===== src/rtl/guvm_obi_responder.sv =====
// guvm_obi_responder: OBI req/gnt/rvalid memory-side responder with stimulus FIFO; `define GUVM_RESP_RANDOM_STALL_EN adds LFSR grant stalls
module guvm_obi_responder #(
  parameter int DATA_WIDTH = 32,
  parameter int ADDR_WIDTH = 32,
  parameter int GNT_DELAY = 0,
  parameter int RVALID_DELAY = 1,
  parameter int MAX_OUTSTANDING = 2,
  parameter int STIM_DEPTH = 8,
  parameter logic [DATA_WIDTH-1:0] DEFAULT_RDATA = DATA_WIDTH'(32'hDEADBEEF)
) (
  input  logic                                     clk_i,
  input  logic                                     rst_i,
  input  logic                                     req_i,
  input  logic [ADDR_WIDTH-1:0]                    addr_i,
  input  logic                                     we_i,
  input  logic [DATA_WIDTH/8-1:0]                  be_i,
  input  logic [DATA_WIDTH-1:0]                    wdata_i,
  output logic                                     gnt_o,
  output logic                                     rvalid_o,
  output logic [DATA_WIDTH-1:0]                    rdata_o,
  input  logic                                     stim_valid_i,
  input  logic [DATA_WIDTH-1:0]                    stim_data_i,
  output logic                                     stim_ready_o,
  output logic                                     wr_valid_o,
  output logic [ADDR_WIDTH-1:0]                    wr_addr_o,
  output logic [DATA_WIDTH-1:0]                    wr_data_o,
  output logic [DATA_WIDTH/8-1:0]                  wr_be_o,
  output logic [$clog2(MAX_OUTSTANDING+1)-1:0]     outstanding_o,
  output logic                                     underflow_o
);
  localparam int OW = $clog2(MAX_OUTSTANDING + 1);
  localparam int PW = (STIM_DEPTH > 1) ? $clog2(STIM_DEPTH) : 1;
  localparam int CW = $clog2(STIM_DEPTH + 1);
  localparam int GW = $clog2(GNT_DELAY + 2);

  typedef enum logic [1:0] {IDLE, WAIT, GRANT_OK} state_t;

  state_t state, state_n;
  logic [GW-1:0] cnt, cnt_n;
  logic stall, can_grant;
  logic [DATA_WIDTH-1:0] mem [STIM_DEPTH];
  logic [PW-1:0] wptr, rptr;
  logic [CW-1:0] count;
  logic push, pop, empty;
  logic [RVALID_DELAY-1:0] pipe_v, pipe_w;
  logic [RVALID_DELAY:0] chain_v, chain_w;
  logic resp_v, resp_we, resp_rd;

`ifdef GUVM_RESP_RANDOM_STALL_EN
  logic [15:0] lfsr;
  always_ff @(posedge clk_i)
    lfsr <= rst_i ? 16'hACE1 : {lfsr[14:0], lfsr[15] ^ lfsr[13] ^ lfsr[12] ^ lfsr[10]};
  assign stall = lfsr[1:0] == 2'b00;
`else
  assign stall = 1'b0;
`endif

  assign can_grant = req_i && (outstanding_o < OW'(MAX_OUTSTANDING)) && !stall;

  // cnt counts req cycles held, including the current one
  always_comb begin
    state_n = state;
    cnt_n = cnt;
    gnt_o = 1'b0;
    case (state)
      IDLE:
        if (req_i) begin
          if (GNT_DELAY == 0) begin
            gnt_o = can_grant;
            state_n = GRANT_OK;
          end else begin
            cnt_n = GW'(1);
            state_n = (GNT_DELAY <= 1) ? GRANT_OK : WAIT;
          end
        end
      WAIT:
        if (!req_i) state_n = IDLE;
        else begin
          cnt_n = cnt + GW'(1);
          state_n = (cnt_n == GW'(GNT_DELAY)) ? GRANT_OK : WAIT;
        end
      GRANT_OK: begin
        gnt_o = can_grant;
        state_n = (can_grant && GNT_DELAY != 0) ? IDLE : GRANT_OK;
      end
      default: state_n = IDLE;
    endcase
  end

  always_ff @(posedge clk_i) begin
    if (rst_i) begin
      state <= IDLE;
      cnt <= '0;
    end else begin
      state <= state_n;
      cnt <= cnt_n;
    end
  end

  // stage input of index i is chain[i]; the last stage doubles as rvalid_o
  assign chain_v = {pipe_v, gnt_o};
  assign chain_w = {pipe_w, gnt_o && we_i};
  assign resp_v = chain_v[RVALID_DELAY-1];
  assign resp_we = chain_w[RVALID_DELAY-1];
  assign resp_rd = resp_v && !resp_we;
  assign rvalid_o = pipe_v[RVALID_DELAY-1];

  assign empty = count == '0;
  assign stim_ready_o = count != CW'(STIM_DEPTH);
  assign push = stim_valid_i && stim_ready_o;
  assign pop = resp_rd && !empty;

  always_ff @(posedge clk_i)
    if (push) mem[wptr] <= stim_data_i;

  always_ff @(posedge clk_i) begin
    if (rst_i) begin
      wptr <= '0;
      rptr <= '0;
      count <= '0;
      pipe_v <= '0;
      pipe_w <= '0;
      rdata_o <= '0;
      underflow_o <= 1'b0;
      outstanding_o <= '0;
      wr_valid_o <= 1'b0;
      wr_addr_o <= '0;
      wr_data_o <= '0;
      wr_be_o <= '0;
    end else begin
      wptr <= push ? wptr + PW'(1) : wptr;
      rptr <= pop ? rptr + PW'(1) : rptr;
      count <= count + CW'(push) - CW'(pop);
      pipe_v <= chain_v[RVALID_DELAY-1:0];
      pipe_w <= chain_w[RVALID_DELAY-1:0];
      rdata_o <= !resp_rd ? '0 : empty ? DEFAULT_RDATA : mem[rptr];
      underflow_o <= underflow_o || (resp_rd && empty);
      outstanding_o <= outstanding_o + OW'(gnt_o) - OW'(resp_v);
      wr_valid_o <= gnt_o && we_i;
      if (gnt_o && we_i) begin
        wr_addr_o <= addr_i;
        wr_data_o <= wdata_i;
        wr_be_o <= be_i;
      end
    end
  end
endmodule


===== config.mk =====
export PLATFORM = sky130hd
export DESIGN_NAME = guvm_obi_responder
export DESIGN_NICKNAME = d
export VERILOG_FILES = /design/src/rtl/guvm_obi_responder.sv
export SDC_FILE = /design/constraint.sdc
export NUM_CORES = 1
export LEC_CHECK = 0
export BUFFER_PORTS_ARGS = -buffer_cell sky130_fd_sc_hd__buf_2
export CAP_MARGIN = 20
export CORE_MARGIN = 2
export CORE_UTILIZATION = 50
export DETAILED_ROUTE_END_ITERATION = 7
export PLACE_DENSITY = 0.8
export SLEW_MARGIN = 20
export SYNTH_ARGS = -nofsm -noshare
export SYNTH_HDL_FRONTEND = slang
export SYNTH_SLANG_ARGS = --single-unit

===== constraint.sdc =====
create_clock -name clk_i -period 4.7 [get_ports clk_i]
set_clock_uncertainty 0.15 [all_clocks]
set_input_delay 0.94 -clock clk_i [delete_from_list [all_inputs] [get_ports clk_i]]
set_output_delay 0.94 -clock clk_i [all_outputs]
set_load 0.02 [all_outputs]

* Word level (Yosys, flattened, before mapping)
Memories as Yosys holds them, arrays and structs flattened. A register that Yosys moved wholly into a read port is not among the register bits. Index checks and enable logic that the tools add are counted.
Word-level totals: bits in registers 118, RAM bits 256, memories kept 1
Cells by class: add/subtract/negate cells 7, magnitude comparators 1, eq/ne operators 4, muxes and demuxes 11, bitwise gates (word level) 1, reductions and logical operators 14
Memory list:
- mem | depth 8, bits a word 32, read ports 1, clocked after Yosys merged registers in 1, wr ports 1, line 41 | logic [DATA_WIDTH-1:0] mem [STIM_DEPTH];
Operators with widths (number):
- $mux 32 | 1
- $add 3x1->3 const B | 2
- $logic_and 1x1->1 | 6
- $mux 2 | 3
- $mux 3 | 2
- $pmux 2 s3 | 1
- $add 4x1->4 | 1
- $logic_not 4->1 | 1
- $ne 4x4->1 const B | 1
- $sub 4x1->4 | 1
- $mux 1 | 3
- $reduce_or 3->1 | 1
- $add 2x1->2 | 1
- $eq 2x1->1 const B | 1
- $eq 2x2->1 const B | 1
- $logic_not 1->1 | 2
- $logic_not 2->1 | 1
- $lt 2x2->1 const B | 1
- $ne 2x2->1 const B | 1
- $pmux 1 s2 | 1
- $reduce_and 2->1 | 1
- $reduce_or 2->1 | 1
- $sub 2x1->2 | 1
- $add 1x1->1 const B | 1
- other kinds (2) | 2

* Longest topological paths before layout
Gate-level depths: netlist of run 1.
word-level depth 10, mapped depth 11

* Worst setup path after synthesis of run 1
Ideal clock, no wire load.
path type flip-flop to flip-flop, from reg count[2], to mem mem[0][0], enable pin, arrival time 4343 ps, data required time 4048 ps, setup slack -295 ps, cell stages (with the launch flop) 7, buffers on the path 1, period minus slack after synthesis 4995 ps, cells stage by stage dfxtp_1 -> inv_1 -> ha_1 -> or3b_2 -> clkbuf_1 -> nand2_1 -> nor4_1
Between the ends: word-level cells in the longest chain between the ends 4
RTL lines:
- start: declaration | line 43 | logic [CW-1:0] count;
- start signal: assignment | line 133 | count <= count + CW'(push) - CW'(pop);
- $ne 4x4->1 | line 109 | assign stim_ready_o = count != CW'(STIM_DEPTH);
- via stim_ready_o | line 23 | output logic stim_ready_o,
- $logic_and 1x1->1 | line 110 | assign push = stim_valid_i && stim_ready_o;
- $mux 1 | line 114 | if (push) mem[wptr] <= stim_data_i;
- $mux 1 (not written as such) | line 114
- end: declaration | line 41
The timed path passes the listed nets, and every way through them passes these cells.

* Worst setup path after layout of run 1
from in req_i, to out gnt_o
Between the ends: word-level cells in the longest chain between the ends 3
RTL lines:
- start: declaration | line 13 | input logic req_i,
- $logic_and 1x1->1 | line 58 | assign can_grant = req_i && (outstanding_o < OW'(MAX_OUTSTANDING)) && !stall;
- $mux 1 | line 67 | if (req_i) begin
- $pmux 1 s2 (*) | line 65 | case (state)
- end: declaration | line 18 | output logic gnt_o,
Every way passes the cells marked *; elsewhere a longest branch is shown, timed or not.

==> metrics.txt, run 1 <==
# TYPE chip_impl_metric gauge
chip_impl_metric{name="fin_tns_setup",unit="ns"} 0
chip_impl_info{name="cp_slowest_cell",value="or3b_1"} 1
chip_impl_metric{name="maximum_number_of_pins_on_one_net_before_global_route_repair",unit=""} 89
chip_impl_metric{name="post_route_cells_drive_above_1_share",unit="%"} 29.6
chip_impl_metric{name="grt_first_pass_wirelength",unit="um"} 43100
chip_impl_info{name="crit_type",value="in -> out"} 1
chip_impl_info{name="hold_path.class",value="reg -> reg"} 1
chip_impl_metric{name="post-layout-total-power",unit="mW"} 8.06
chip_impl_metric{name="numCtsBuffers",unit=""} 38
chip_impl_info{name="run_status",value="finished clean"} 1
chip_impl_metric{name="tightest_slew",unit="ns"} 0.936
chip_impl_metric{name="async_reset_ff_share",unit="%"} 0
chip_impl_metric{name="area_delta_synth_final",unit="%"} 19.4
chip_impl_info{name="tritoncts",value="built"} 1
chip_impl_metric{name="route.detailed.drc",unit=""} 0
chip_impl_metric{name="setup.reg_to_reg.worst_slack",unit="ns"} 1.99
chip_impl_metric{name="place.detailed.instances",unit=""} 1429
chip_impl_metric{name="worstPathMaxFanout",unit=""} 7
chip_impl_info{name="setup.worst_path.start",value="req_i"} 1
chip_impl_metric{name="worst_r2r_path_depth",unit=""} 6
chip_impl_metric{name="synth-edff-count",unit=""} 256
chip_impl_info{name="timing.hold.worst_endpoint",value="wr_data_o[12]"} 1
chip_impl_metric{name="power_density",unit="nW/um2"} 489
chip_impl_info{name="critical-path-top-cell-by-count",value="buf_2"} 1
chip_impl_metric{name="cpPeakStageDelay",unit="ns"} 0.47
chip_impl_metric{name="leakage_power",unit="nW"} 6.03
chip_impl_info{name="crit_path_cell_trace",value="buf_2, or3b_1, clkinv_2, buf_2"} 1
chip_impl_metric{name="cts.reportedPaths.clkPinSlew",unit="ns"} 0.06
chip_impl_metric{name="floorplan.die_area",unit="um2"} 29000
chip_impl_metric{name="final_layout_fill_cell_count",unit=""} 1980
chip_impl_metric{name="fmax",unit="MHz"} 338
chip_impl_metric{name="drt-vias-per-instance",unit=""} 5.39
chip_impl_metric{name="num_vias",unit=""} 8103
chip_impl_info{name="cp_endpoint_kind",value="output pin"} 1
chip_impl_metric{name="remaining_max_slew_budget_at_the_tightest_pin",unit="%"} 37.4
chip_impl_metric{name="multi_input_comb_area",unit="um2"} 3440
chip_impl_metric{name="ir_drop",unit="uV"} 298
chip_impl_metric{name="critPathArrivalTime",unit="ns"} 1.87
chip_impl_metric{name="syn_avg_cell_area",unit="um2"} 15.0
chip_impl_metric{name="cts_post_setup_buffers_inserted",unit=""} 0
chip_impl_info{name="synthTopCellsByArea",value="edfxtp_1 56%, dfxtp_1 18%, mux4_2 6.5%, mux2i_1 4.1%, nand2_1 3.9%"} 1
chip_impl_metric{name="postLayoutCoreUtil",unit="%"} 61.0
chip_impl_metric{name="whs",unit="ns"} 0.301
chip_impl_metric{name="postCtsHoldBufs",unit=""} 0
chip_impl_metric{name="design_area",unit="um2"} 16500
chip_impl_metric{name="synth-warning-count",unit=""} 0
chip_impl_metric{name="cts.sinks",unit=""} 377
chip_impl_info{name="ys_dominant_reg_cell",value="edfxtp_1"} 1
chip_impl_metric{name="post_synth_instance_area",unit="um2"} 13800
chip_impl_metric{name="grt_pass1_vias",unit=""} 7821
chip_impl_metric{name="maxSlewViolCount",unit=""} 0
chip_impl_metric{name="ctsHtreeMaxLevel",unit=""} 2
chip_impl_metric{name="number_of_drc_markers_after_the_initial_detailed_route_iteration",unit=""} 506
chip_impl_metric{name="postSynthCellCount",unit=""} 918
chip_impl_metric{name="io-pin-count",unit=""} 212
chip_impl_metric{name="post_cts_resized",unit=""} 0
chip_impl_metric{name="grt_usage",unit="%"} 19.5
chip_impl_metric{name="antenna_found_initial",unit=""} 4
chip_impl_metric{name="placed_cell_area",unit="um2"} 15200
chip_impl_metric{name="std_cell_rows",unit=""} 60
chip_impl_metric{name="hold-path-cell-count",unit=""} 2
chip_impl_metric{name="routed_wire_length_per_instance",unit="um"} 19.2
chip_impl_metric{name="sequential_cell_area_fraction_in_the_yosys_report",unit="%"} 73.2
chip_impl_info{name="min_from",value="wr_data_o[12]"} 1
chip_impl_info{name="r2r_end",value="mem[6][17]"} 1
chip_impl_metric{name="cap_viol_max_count",unit=""} 0
chip_impl_metric{name="routabilityCongestion",unit=""} 0.745
chip_impl_info{name="critPathLaunchType",value="primary input"} 1
chip_impl_metric{name="clkLatencyLatePin",unit="ns"} 0.52
chip_impl_metric{name="synthesis.nets",unit=""} 1032
chip_impl_metric{name="critical_path.n_buffers_inverters",unit=""} 3
chip_impl_info{name="crit-reg2reg-launch",value="count[2]"} 1
chip_impl_metric{name="fin_cells",unit=""} 1502
chip_impl_metric{name="initial_core_util",unit="%"} 51.1
chip_impl_metric{name="post-dp-hpwl",unit="um"} 16900
chip_impl_info{name="cell_type_contributing_the_most_total_cell_area_after_synthesis",value="edfxtp_1"} 1
chip_impl_metric{name="dp_worst_setup_slack",unit="ns"} 1.55
chip_impl_metric{name="yosysUniqueCellTypes",unit=""} 36
chip_impl_metric{name="grt.overflow.total",unit=""} 0
chip_impl_metric{name="finalNetCount",unit=""} 1243
chip_impl_metric{name="sequential_cell_area",unit="um2"} 10100
chip_impl_info{name="cts_root_buf",value="clkbuf_16"} 1
chip_impl_info{name="critical_path.top_delay_family",value="simple AND/OR/NAND/NOR gates"} 1
chip_impl_metric{name="cp_data_required_time",unit="ns"} 3.61
chip_impl_metric{name="die_h",unit="um"} 170
chip_impl_metric{name="hold_violations",unit=""} 0
chip_impl_metric{name="finalCriticalPeriod",unit="ns"} 2.96
chip_impl_metric{name="layout_worst_path_cycle_share",unit="%"} 62.9
chip_impl_info{name="yosys-top-cells-count",value="256 x edfxtp_1, 144 x nand2_1, 121 x dfxtp_1"} 1
chip_impl_info{name="grt_setup_unrepaired",value="no"} 1
chip_impl_metric{name="die_x",unit="um"} 170
chip_impl_metric{name="io_buffer_count",unit=""} 211
chip_impl_metric{name="ant_nets",unit=""} 0
chip_impl_metric{name="postSynthRegisterBits",unit=""} 377
chip_impl_metric{name="number_of_setup_violations_in_the_final_report",unit=""} 0
chip_impl_metric{name="route.final.wire_length",unit="um"} 28800
chip_impl_metric{name="final.setup.worst_slack",unit="ns"} 1.74
chip_impl_metric{name="firstDrtPassIters",unit=""} 5
chip_impl_metric{name="yosys.area.top_type_share",unit="%"} 55.6
chip_impl_info{name="most_used_standard_cell_by_instance_count_after_synthesis",value="edfxtp_1"} 1
chip_impl_metric{name="core_region_area",unit="um2"} 27000
chip_impl_metric{name="cts_max_path_buffers",unit=""} 3
state kept, by name, indices dropped and copies added (netlist names), named ones only:
| register | count |
|---|---|
| mem | 256 |
| outstanding_o | 2 |
| cnt | 1 |
| wr_addr_o | 32 |
| rvalid_o | 1 |
| wr_data_o | 32 |
| wr_valid_o | 1 |
| state | 2 |
| underflow_o | 1 |
| wptr | 3 |
| count | 4 |
| rdata_o | 32 |
| wr_be_o | 4 |
| rptr | 3 |
kinds of logic (layout without fill, tap and decap cells):
| kind of cell | after synthesis | in the layout | synth area share [%] |
|---|---|---|---|
| buffers and inverters | 63 | 304 | 2.51 |
| adder cells (fa/ha/maj) | 9 | 9 | 0.869 |
| AO/OA/AOI/OAI | 121 | 121 | 4.67 |
| AND/OR/NAND/NOR | 242 | 242 | 7.55 |
| other | 0 | 2 | 0 |
| multiplexers | 97 | 97 | 10.7 |
| flip-flops | 377 | 377 | 73.2 |
| XOR/XNOR | 9 | 9 | 0.571 |
worst max-delay path by stage:
| stage | end | slack (ns) | cells after the start |
|---|---|---|---|
| 2_1_floorplan | mem[2][0] | 0.55 | 6 |
| 3_3_place_gp | count[2] | 1.61 | 9 |
| 3_5_place_dp | count[3] | 1.55 | 9 |
| 4_1_cts | gnt_o | 1.74 | 4 |
| 5_1_grt | gnt_o | 1.70 | 4 |
| 6_report | gnt_o | 1.74 | 4 |
area by class of cell:
type / instances / area share, %
inverters: 8 / 0.190
clock inverters: 23 / 1.66
clock buffers: 47 / 6.16
diodes: 2 / 0.0303
multi-input cells: 478 / 20.8
flip-flops and latches: 377 / 61.3
well taps: 341 / 2.59
repair buffers: 226 / 7.24
cell usage in the layout, fill, tap and decap left out, types with 5 or more instances in the layout:
cell / n
o22ai_1: 24
clkbuf_1: 7
xnor2_1: 5
mux2i_1: 57
clkinv_2: 6
edfxtp_1: 256
inv_1: 7
mux4_2: 40
bufinv_16: 5
nand2_1: 141
clkbuf_16: 39
ha_1: 8
buf_2: 211
dfxtp_1: 119
buf_4: 13
nand2b_1: 28
a21oi_1: 94
nor2_1: 48
metal layers:
metal	vias up	routed length, um	global-route usage (%)
met1	3988	11800	25.5
met5	-	7	0
met4	2	627	6.21
met2	281	14400	32.9
li1	3784	-	-
met3	48	2000	4.21
power breakdown:
| part | switching, mW | internal [mW] |
|---|---|---|
| Sequential | 0.135 | 3.77 |
| Combinational | 0.611 | 0.479 |
| Clock | 1.23 | 1.83 |
| Total | 1.98 | 6.08 |
tightest hold or removal path: cells and delay by family, from the launching register on:
family             cells  cell delay (ns)
AOI/OAI and AO/OA      1             0.05
DFF                    1             0.31
and+or+nand+nor        1             0.05
Power figures use the tool's default switching activity.
==> run 2, diff against run 1 <==
==> constraint.sdc (replaced) <==
create_clock -name clk_i -period 2.5 [get_ports clk_i]
set_clock_uncertainty 0.15 [all_clocks]
set_input_delay 0.5 -clock clk_i [delete_from_list [all_inputs] [get_ports clk_i]]
set_output_delay 0.5 -clock clk_i [all_outputs]
set_load 0.02 [all_outputs]
==> metrics.txt, run 2 (synthesis gave the netlist of run 1 again) <==
# TYPE chip_impl_metric gauge
chip_impl_metric{name="number_of_setup_violations_in_the_final_report",unit=""} 0
chip_impl_metric{name="core_region_area",unit="um2"} 27000
chip_impl_metric{name="number_of_drc_markers_after_the_initial_detailed_route_iteration",unit=""} 709
chip_impl_metric{name="ctsHtreeMaxLevel",unit=""} 2
chip_impl_info{name="layout_common_cells",value="256 x edfxtp_1, 211 x buf_2, 142 x nand2_1"} 1
chip_impl_metric{name="initial_core_util",unit="%"} 51.1
chip_impl_metric{name="grt_first_pass_wirelength",unit="um"} 45500
chip_impl_metric{name="leakage_power",unit="nW"} 6.09
chip_impl_metric{name="whs",unit="ns"} 0.0733
chip_impl_metric{name="finalNetCount",unit=""} 1260
chip_impl_metric{name="grt.overflow.total",unit=""} 0
chip_impl_metric{name="grt_usage",unit="%"} 20.7
chip_impl_metric{name="routabilityCongestion",unit=""} 0.791
chip_impl_metric{name="io-pin-count",unit=""} 212
chip_impl_metric{name="routed_wire_length_per_instance",unit="um"} 19.8
chip_impl_metric{name="cts.sinks",unit=""} 377
chip_impl_metric{name="route.final.wire_length",unit="um"} 30100
chip_impl_info{name="crit-reg2reg-launch",value="count[2]"} 1
chip_impl_info{name="leading_cell_type_in_the_layout_fill_and_taps_excluded",value="edfxtp_1"} 1
chip_impl_metric{name="final.setup.worst_slack",unit="ns"} 0.145
chip_impl_metric{name="postCtsHoldBufs",unit=""} 0
chip_impl_info{name="globalRoute.busiestLayer",value="met2"} 1
chip_impl_info{name="timing.hold.worst_endpoint",value="wr_data_o[21]"} 1
chip_impl_metric{name="post-dp-hpwl",unit="um"} 18200
chip_impl_metric{name="finalCriticalPeriod",unit="ns"} 2.36
chip_impl_metric{name="postLayoutCoreUtil",unit="%"} 61.6
chip_impl_metric{name="area_delta_synth_final",unit="%"} 20.5
chip_impl_info{name="cp_endpoint_kind",value="flop"} 1
chip_impl_metric{name="ir_drop",unit="uV"} 490
chip_impl_info{name="crit_path_cell_trace",value="inv_2, ha_2, or3b_4, nand2_8, xnor2_1, ha_1, inv_1, fa_1, xor2_1, nor2_1"} 1
chip_impl_metric{name="hold-path-cell-count",unit=""} 3
chip_impl_metric{name="power_density",unit="nW/um2"} 892
chip_impl_info{name="crit_type",value="reg -> reg"} 1
chip_impl_metric{name="die_h",unit="um"} 170
chip_impl_metric{name="worstPathMaxFanout",unit=""} 8
chip_impl_metric{name="cap_viol_max_count",unit=""} 0
chip_impl_info{name="regMostFlops",value="mem"} 1
chip_impl_metric{name="firstDrtPassIters",unit=""} 4
chip_impl_metric{name="cp_data_required_time",unit="ns"} 2.69
chip_impl_metric{name="maxSlewViolCount",unit=""} 0
chip_impl_info{name="cts_root_buf",value="clkbuf_16"} 1
chip_impl_metric{name="maximum_number_of_pins_on_one_net_before_global_route_repair",unit=""} 79
chip_impl_metric{name="fmax",unit="MHz"} 425
chip_impl_metric{name="placed_cell_area",unit="um2"} 15500
chip_impl_metric{name="setup.reg_to_reg.worst_slack",unit="ns"} 0.14
chip_impl_metric{name="gr-usage-met1",unit="%"} 27.2
chip_impl_metric{name="std_cell_rows",unit=""} 60
chip_impl_metric{name="floorplan.die_area",unit="um2"} 29000
chip_impl_metric{name="largest_reg_flops",unit=""} 256
chip_impl_metric{name="worst_r2r_path_depth",unit=""} 10
chip_impl_metric{name="place.detailed.instances",unit=""} 1447
chip_impl_info{name="cp_slowest_cell",value="or3b_4"} 1
chip_impl_metric{name="cts.reportedPaths.clkPinSlew",unit="ns"} 0.06
chip_impl_metric{name="clkLatencyLatePin",unit="ns"} 0.51
chip_impl_metric{name="fin_tns_setup",unit="ns"} 0
chip_impl_info{name="grt_setup_unrepaired",value="no"} 1
chip_impl_metric{name="grt_pass1_vias",unit=""} 8111
chip_impl_metric{name="m2_gr_usage",unit="%"} 35.0
chip_impl_info{name="critPathLaunchType",value="flop"} 1
chip_impl_metric{name="hold_violations",unit=""} 0
chip_impl_metric{name="tightest_slew",unit="ns"} 0.787
chip_impl_metric{name="post_route_cells_drive_above_1_share",unit="%"} 30.4
chip_impl_info{name="min_from",value="wdata_i[21]"} 1
chip_impl_info{name="tritoncts",value="built"} 1
chip_impl_metric{name="design_area",unit="um2"} 16700
chip_impl_metric{name="layout_worst_path_cycle_share",unit="%"} 94.2
chip_impl_info{name="hold_path.class",value="in -> reg"} 1
chip_impl_metric{name="ant_nets",unit=""} 0
chip_impl_metric{name="route.detailed.drc",unit=""} 0
chip_impl_info{name="r2r_end",value="count[2]"} 1
chip_impl_metric{name="remaining_max_slew_budget_at_the_tightest_pin",unit="%"} 47.6
chip_impl_metric{name="die_x",unit="um"} 170
chip_impl_metric{name="fin_cells",unit=""} 1520
chip_impl_info{name="run_status",value="finished clean"} 1
chip_impl_metric{name="drt-vias-per-instance",unit=""} 5.45
chip_impl_metric{name="cts_post_setup_buffers_inserted",unit=""} 0
chip_impl_metric{name="global_route.usage.met3",unit="%"} 4.37
chip_impl_metric{name="antenna_found_initial",unit=""} 4
chip_impl_metric{name="dp_worst_setup_slack",unit="ns"} 0.0160
chip_impl_metric{name="io_buffer_count",unit=""} 211
chip_impl_metric{name="critPathArrivalTime",unit="ns"} 2.55
chip_impl_metric{name="post-layout-total-power",unit="mW"} 14.8
chip_impl_metric{name="numCtsBuffers",unit=""} 38
chip_impl_metric{name="cts_max_path_buffers",unit=""} 3
chip_impl_metric{name="cpPeakStageDelay",unit="ns"} 0.42
chip_impl_metric{name="num_vias",unit=""} 8277
chip_impl_metric{name="post_cts_resized",unit=""} 0
-- run 2: changes by cell type in the layout (fill, tap and decap cells not counted), sizes merged, moves of 2 or more --
| cell | delta |
|---|---|
| clkbuf | +11 |
| buf | +17 |
| diode | +2 |
| clkinvlp | -2 |
| bufinv | -5 |
| clkinv | -4 |
-- run 2: how the worst max path moves through the flow --
stage,from,end,slack (ns),cells after the start
2_1_floorplan,count[2],mem[0][0],-0.12,6
3_3_place_gp,req_i,count[2],0.04,9
3_5_place_dp,req_i,count[2],0.02,9
4_1_cts,state[0],gnt_o,0.11,4
5_1_grt,count[2],count[2],0.004,10
6_report,count[2],count[2],0.14,10
-- run 2: power by group --
part           switching [mW]  internal (mW)  leakage [nW]  total (mW)
clock network            2.19           3.11         0.582        5.30
logic                    1.28          0.976          2.19        2.25
registers               0.198           7.09          3.31        7.29
-- run 2: per-layer routing --
layer,share of wire (%),up-vias,wire length (um)
li1,-,3821,-
met1,40,4128,12200
met2,51,276,15400
met3,6.5,52,1950
met4,2.2,0,659
met5,0,-,0
-- run 2: worst max-delay path: cells and delay by family, from the launching register on --
kind | cells | cell delay [ns]
buffers and inverters | 2 | 0.12
xor gates and xnor gates | 2 | 0.27
and+or+nand+nor | 3 | 0.62
adders and majority gates | 3 | 0.72
DFF | 1 | 0.31
-- run 2: layout make-up --
class                           instances  area, um2
Sequential cell                       377      10100
Fill cell                            1976      10400
Antenna cell                            4       10.0
Timing Repair Buffer                  243       1410
Tap cell                              341        427
Clock inverter                         11       60.1
Clock buffer                           58       1130
Multi-Input combinational cell        478       3470
Inverter                                8       31.3
==> run 3, diff against run 2 <==
--- a/config.mk
+++ b/config.mk
@@ -10,7 +10,7 @@
 export CORE_MARGIN = 2
 export CORE_UTILIZATION = 50
 export DETAILED_ROUTE_END_ITERATION = 7
-export PLACE_DENSITY = 0.8
+export PLACE_DENSITY = 0.78
 export SLEW_MARGIN = 20
 export SYNTH_ARGS = -nofsm -noshare
 export SYNTH_HDL_FRONTEND = slang
==> constraint.sdc (replaced) <==
create_clock -name clk_i -period 2.9 [get_ports clk_i]
set_clock_uncertainty 0.15 [all_clocks]
set_input_delay 0.58 -clock clk_i [delete_from_list [all_inputs] [get_ports clk_i]]
set_output_delay 0.58 -clock clk_i [all_outputs]
set_load 0.02 [all_outputs]
==> metrics.txt, run 3 (synthesis gave the netlist of run 1 again) <==
# TYPE chip_impl_metric gauge
chip_impl_info{name="run_status",value="finished clean"} 1
chip_impl_metric{name="whs",unit="ns"} 0.145
chip_impl_metric{name="cpPeakStageDelay",unit="ns"} 0.50
chip_impl_metric{name="grt_usage",unit="%"} 20.4
chip_impl_metric{name="floorplan.die_area",unit="um2"} 29000
chip_impl_metric{name="finalCriticalPeriod",unit="ns"} 2.47
chip_impl_metric{name="leakage_power",unit="nW"} 6.08
chip_impl_metric{name="ir_drop",unit="uV"} 422
chip_impl_metric{name="io-pin-count",unit=""} 212
chip_impl_metric{name="ant_nets",unit=""} 0
chip_impl_metric{name="cts.sinks",unit=""} 377
chip_impl_metric{name="grt_pass1_vias",unit=""} 8101
chip_impl_metric{name="critPathArrivalTime",unit="ns"} 1.74
chip_impl_metric{name="drt-vias-per-instance",unit=""} 5.39
chip_impl_metric{name="hold_violations",unit=""} 0
chip_impl_metric{name="place.detailed.instances",unit=""} 1442
chip_impl_metric{name="hold-path-cell-count",unit=""} 3
chip_impl_metric{name="netSwitchingPower",unit="mW"} 3.25
chip_impl_info{name="setup.worst_path.end",value="stim_ready_o"} 1
chip_impl_metric{name="cap_viol_max_count",unit=""} 0
chip_impl_metric{name="power.share.switching",unit="%"} 25.1
chip_impl_metric{name="power.share.clock",unit="%"} 36.8
chip_impl_metric{name="die_x",unit="um"} 170
chip_impl_metric{name="io_buffer_count",unit=""} 211
chip_impl_metric{name="post_cts_resized",unit=""} 0
chip_impl_metric{name="post_route_cells_drive_above_1_share",unit="%"} 30.2
chip_impl_metric{name="remaining_max_slew_budget_at_the_tightest_pin",unit="%"} 42.9
chip_impl_metric{name="largest_reg_flops",unit=""} 256
chip_impl_metric{name="maximum_number_of_pins_on_one_net_before_global_route_repair",unit=""} 82
chip_impl_info{name="r2r_end",value="count[2]"} 1
chip_impl_metric{name="finalNetCount",unit=""} 1255
chip_impl_metric{name="routabilityCongestion",unit=""} 0.769
chip_impl_metric{name="cts_post_setup_buffers_inserted",unit=""} 0
chip_impl_metric{name="number_of_drc_markers_after_the_initial_detailed_route_iteration",unit=""} 703
chip_impl_metric{name="fmax",unit="MHz"} 405
chip_impl_metric{name="setup.reg_to_reg.worst_slack",unit="ns"} 0.52
chip_impl_info{name="crit_path_cell_trace",value="inv_1, ha_1, or3b_2, buf_2"} 1
chip_impl_info{name="crit_type",value="reg -> out"} 1
chip_impl_info{name="crit-reg2reg-launch",value="count[2]"} 1
chip_impl_metric{name="layout_worst_path_cycle_share",unit="%"} 85.2
chip_impl_metric{name="numCtsBuffers",unit=""} 38
chip_impl_info{name="grt_setup_unrepaired",value="no"} 1
chip_impl_metric{name="routed_wire_length_per_instance",unit="um"} 19.7
chip_impl_info{name="hold_path.class",value="in -> reg"} 1
chip_impl_metric{name="power_density",unit="nW/um2"} 778
chip_impl_metric{name="die_h",unit="um"} 170
chip_impl_metric{name="postCtsHoldBufs",unit=""} 0
chip_impl_info{name="cp_slowest_cell",value="or3b_2"} 1
chip_impl_metric{name="worstPathMaxFanout",unit=""} 5
chip_impl_metric{name="cp_data_required_time",unit="ns"} 2.17
chip_impl_metric{name="initial_core_util",unit="%"} 51.1
chip_impl_metric{name="fin_cells",unit=""} 1515
chip_impl_info{name="regMostFlops",value="mem"} 1
chip_impl_metric{name="clkLatencyLatePin",unit="ns"} 0.53
chip_impl_metric{name="antenna_found_initial",unit=""} 6
chip_impl_metric{name="route.final.wire_length",unit="um"} 29800
chip_impl_metric{name="route.detailed.drc",unit=""} 0
chip_impl_metric{name="cts_max_path_buffers",unit=""} 3
chip_impl_info{name="critPathLaunchType",value="flop"} 1
chip_impl_metric{name="internal_power",unit="mW"} 9.69
chip_impl_metric{name="grt_first_pass_wirelength",unit="um"} 44900
chip_impl_metric{name="ctsHtreeMaxLevel",unit=""} 2
chip_impl_metric{name="number_of_setup_violations_in_the_final_report",unit=""} 0
chip_impl_metric{name="area_delta_synth_final",unit="%"} 20.3
chip_impl_metric{name="combPwrFrac",unit="%"} 14.6
chip_impl_metric{name="firstDrtPassIters",unit=""} 5
chip_impl_info{name="cts_root_buf",value="clkbuf_16"} 1
chip_impl_metric{name="post-dp-hpwl",unit="um"} 17800
chip_impl_metric{name="final_layout_fill_cell_count",unit=""} 1971
chip_impl_metric{name="tightest_slew",unit="ns"} 0.856
chip_impl_metric{name="std_cell_rows",unit=""} 60
chip_impl_metric{name="core_region_area",unit="um2"} 27000
chip_impl_metric{name="worst_r2r_path_depth",unit=""} 10
chip_impl_info{name="leading_cell_type_in_the_layout_fill_and_taps_excluded",value="edfxtp_1"} 1
chip_impl_metric{name="cts.reportedPaths.clkPinSlew",unit="ns"} 0.06
chip_impl_info{name="cp_endpoint_kind",value="output pin"} 1
chip_impl_metric{name="seq_power_share",unit="%"} 48.6
chip_impl_info{name="tritoncts",value="built"} 1
chip_impl_info{name="layout_common_cells",value="256 x edfxtp_1, 211 x buf_2, 142 x nand2_1"} 1
chip_impl_metric{name="post-layout-total-power",unit="mW"} 12.9
chip_impl_metric{name="maxSlewViolCount",unit=""} 0
chip_impl_info{name="setup.worst_path.start",value="count[2]"} 1
chip_impl_metric{name="grt.overflow.total",unit=""} 0
chip_impl_metric{name="num_vias",unit=""} 8171
## run 3: power by group through the flow
stage	Combinational [mW]	Sequential, mW	Clock, mW
after global placement	1.86	6.38	0
after floorplan	1.25	6.44	0
after global routing	2.07	6.32	5.04
final	1.89	6.29	4.76
after detailed placement	1.90	6.40	0
after CTS	1.91	6.29	4.85
## run 3: layout make-up
class / instances / area (um2) / share of cell area [%]
flip-flops and latches: 377 / 10100 / 60.8
multi-input cells: 478 / 3450 / 20.8
repair buffers: 238 / 1370 / 8.25
clock buffers: 45 / 997 / 6.00
well taps: 341 / 427 / 2.57
clock inverters: 24 / 223 / 1.34
inverters: 8 / 31.3 / 0.188
diodes: 4 / 10.0 / 0.0602
## run 3: worst min path at each step
stage | startpoint | to | slack (ns)
6_report | addr_i[23] | wr_addr_o[23] | 0.15
5_1_grt | addr_i[5] | wr_addr_o[5] | 0.13
4_1_cts | wdata_i[18] | wr_data_o[18] | 0.12
3_5_place_dp | wr_data_o[22] | wr_data_o[22] | 0.29
3_3_place_gp | wr_data_o[21] | wr_data_o[21] | 0.29
2_1_floorplan | state[0] | state[1] | 0.28
## run 3: through the flow
| step | utilization [%] | TNS (ns) | instance area [um2] | setup WS, ns |
|---|---|---|---|---|
| after floorplan | - | -19.81 | 13900 | -0.139 |
| after global placement | 57.0 | 0 | 15400 | 0.262 |
| after detailed placement | 57.0 | 0 | 15400 | 0.228 |
| after CTS | 61.5 | 0 | 16600 | 0.394 |
| after global routing | 61.5 | 0 | 16600 | 0.343 |
| final | 61.5 | 0 | 16600 | 0.430 |
## run 3: layer usage
metal  GRT usage [%]  part of all wire (%)
met2            34.0                    51
met1            26.7                    40
met5               0                 0.074
met3            3.93                   5.9
met4            7.62                   3.0
## run 3: worst max-delay path, delay by kind of cell, from the launching register on
family	cells	cell delay (ns)
flip-flops	1	0.30
buffers and inverters	2	0.29
adder cells (fa/ha/maj)	1	0.14
AND/OR/NAND/NOR	1	0.50
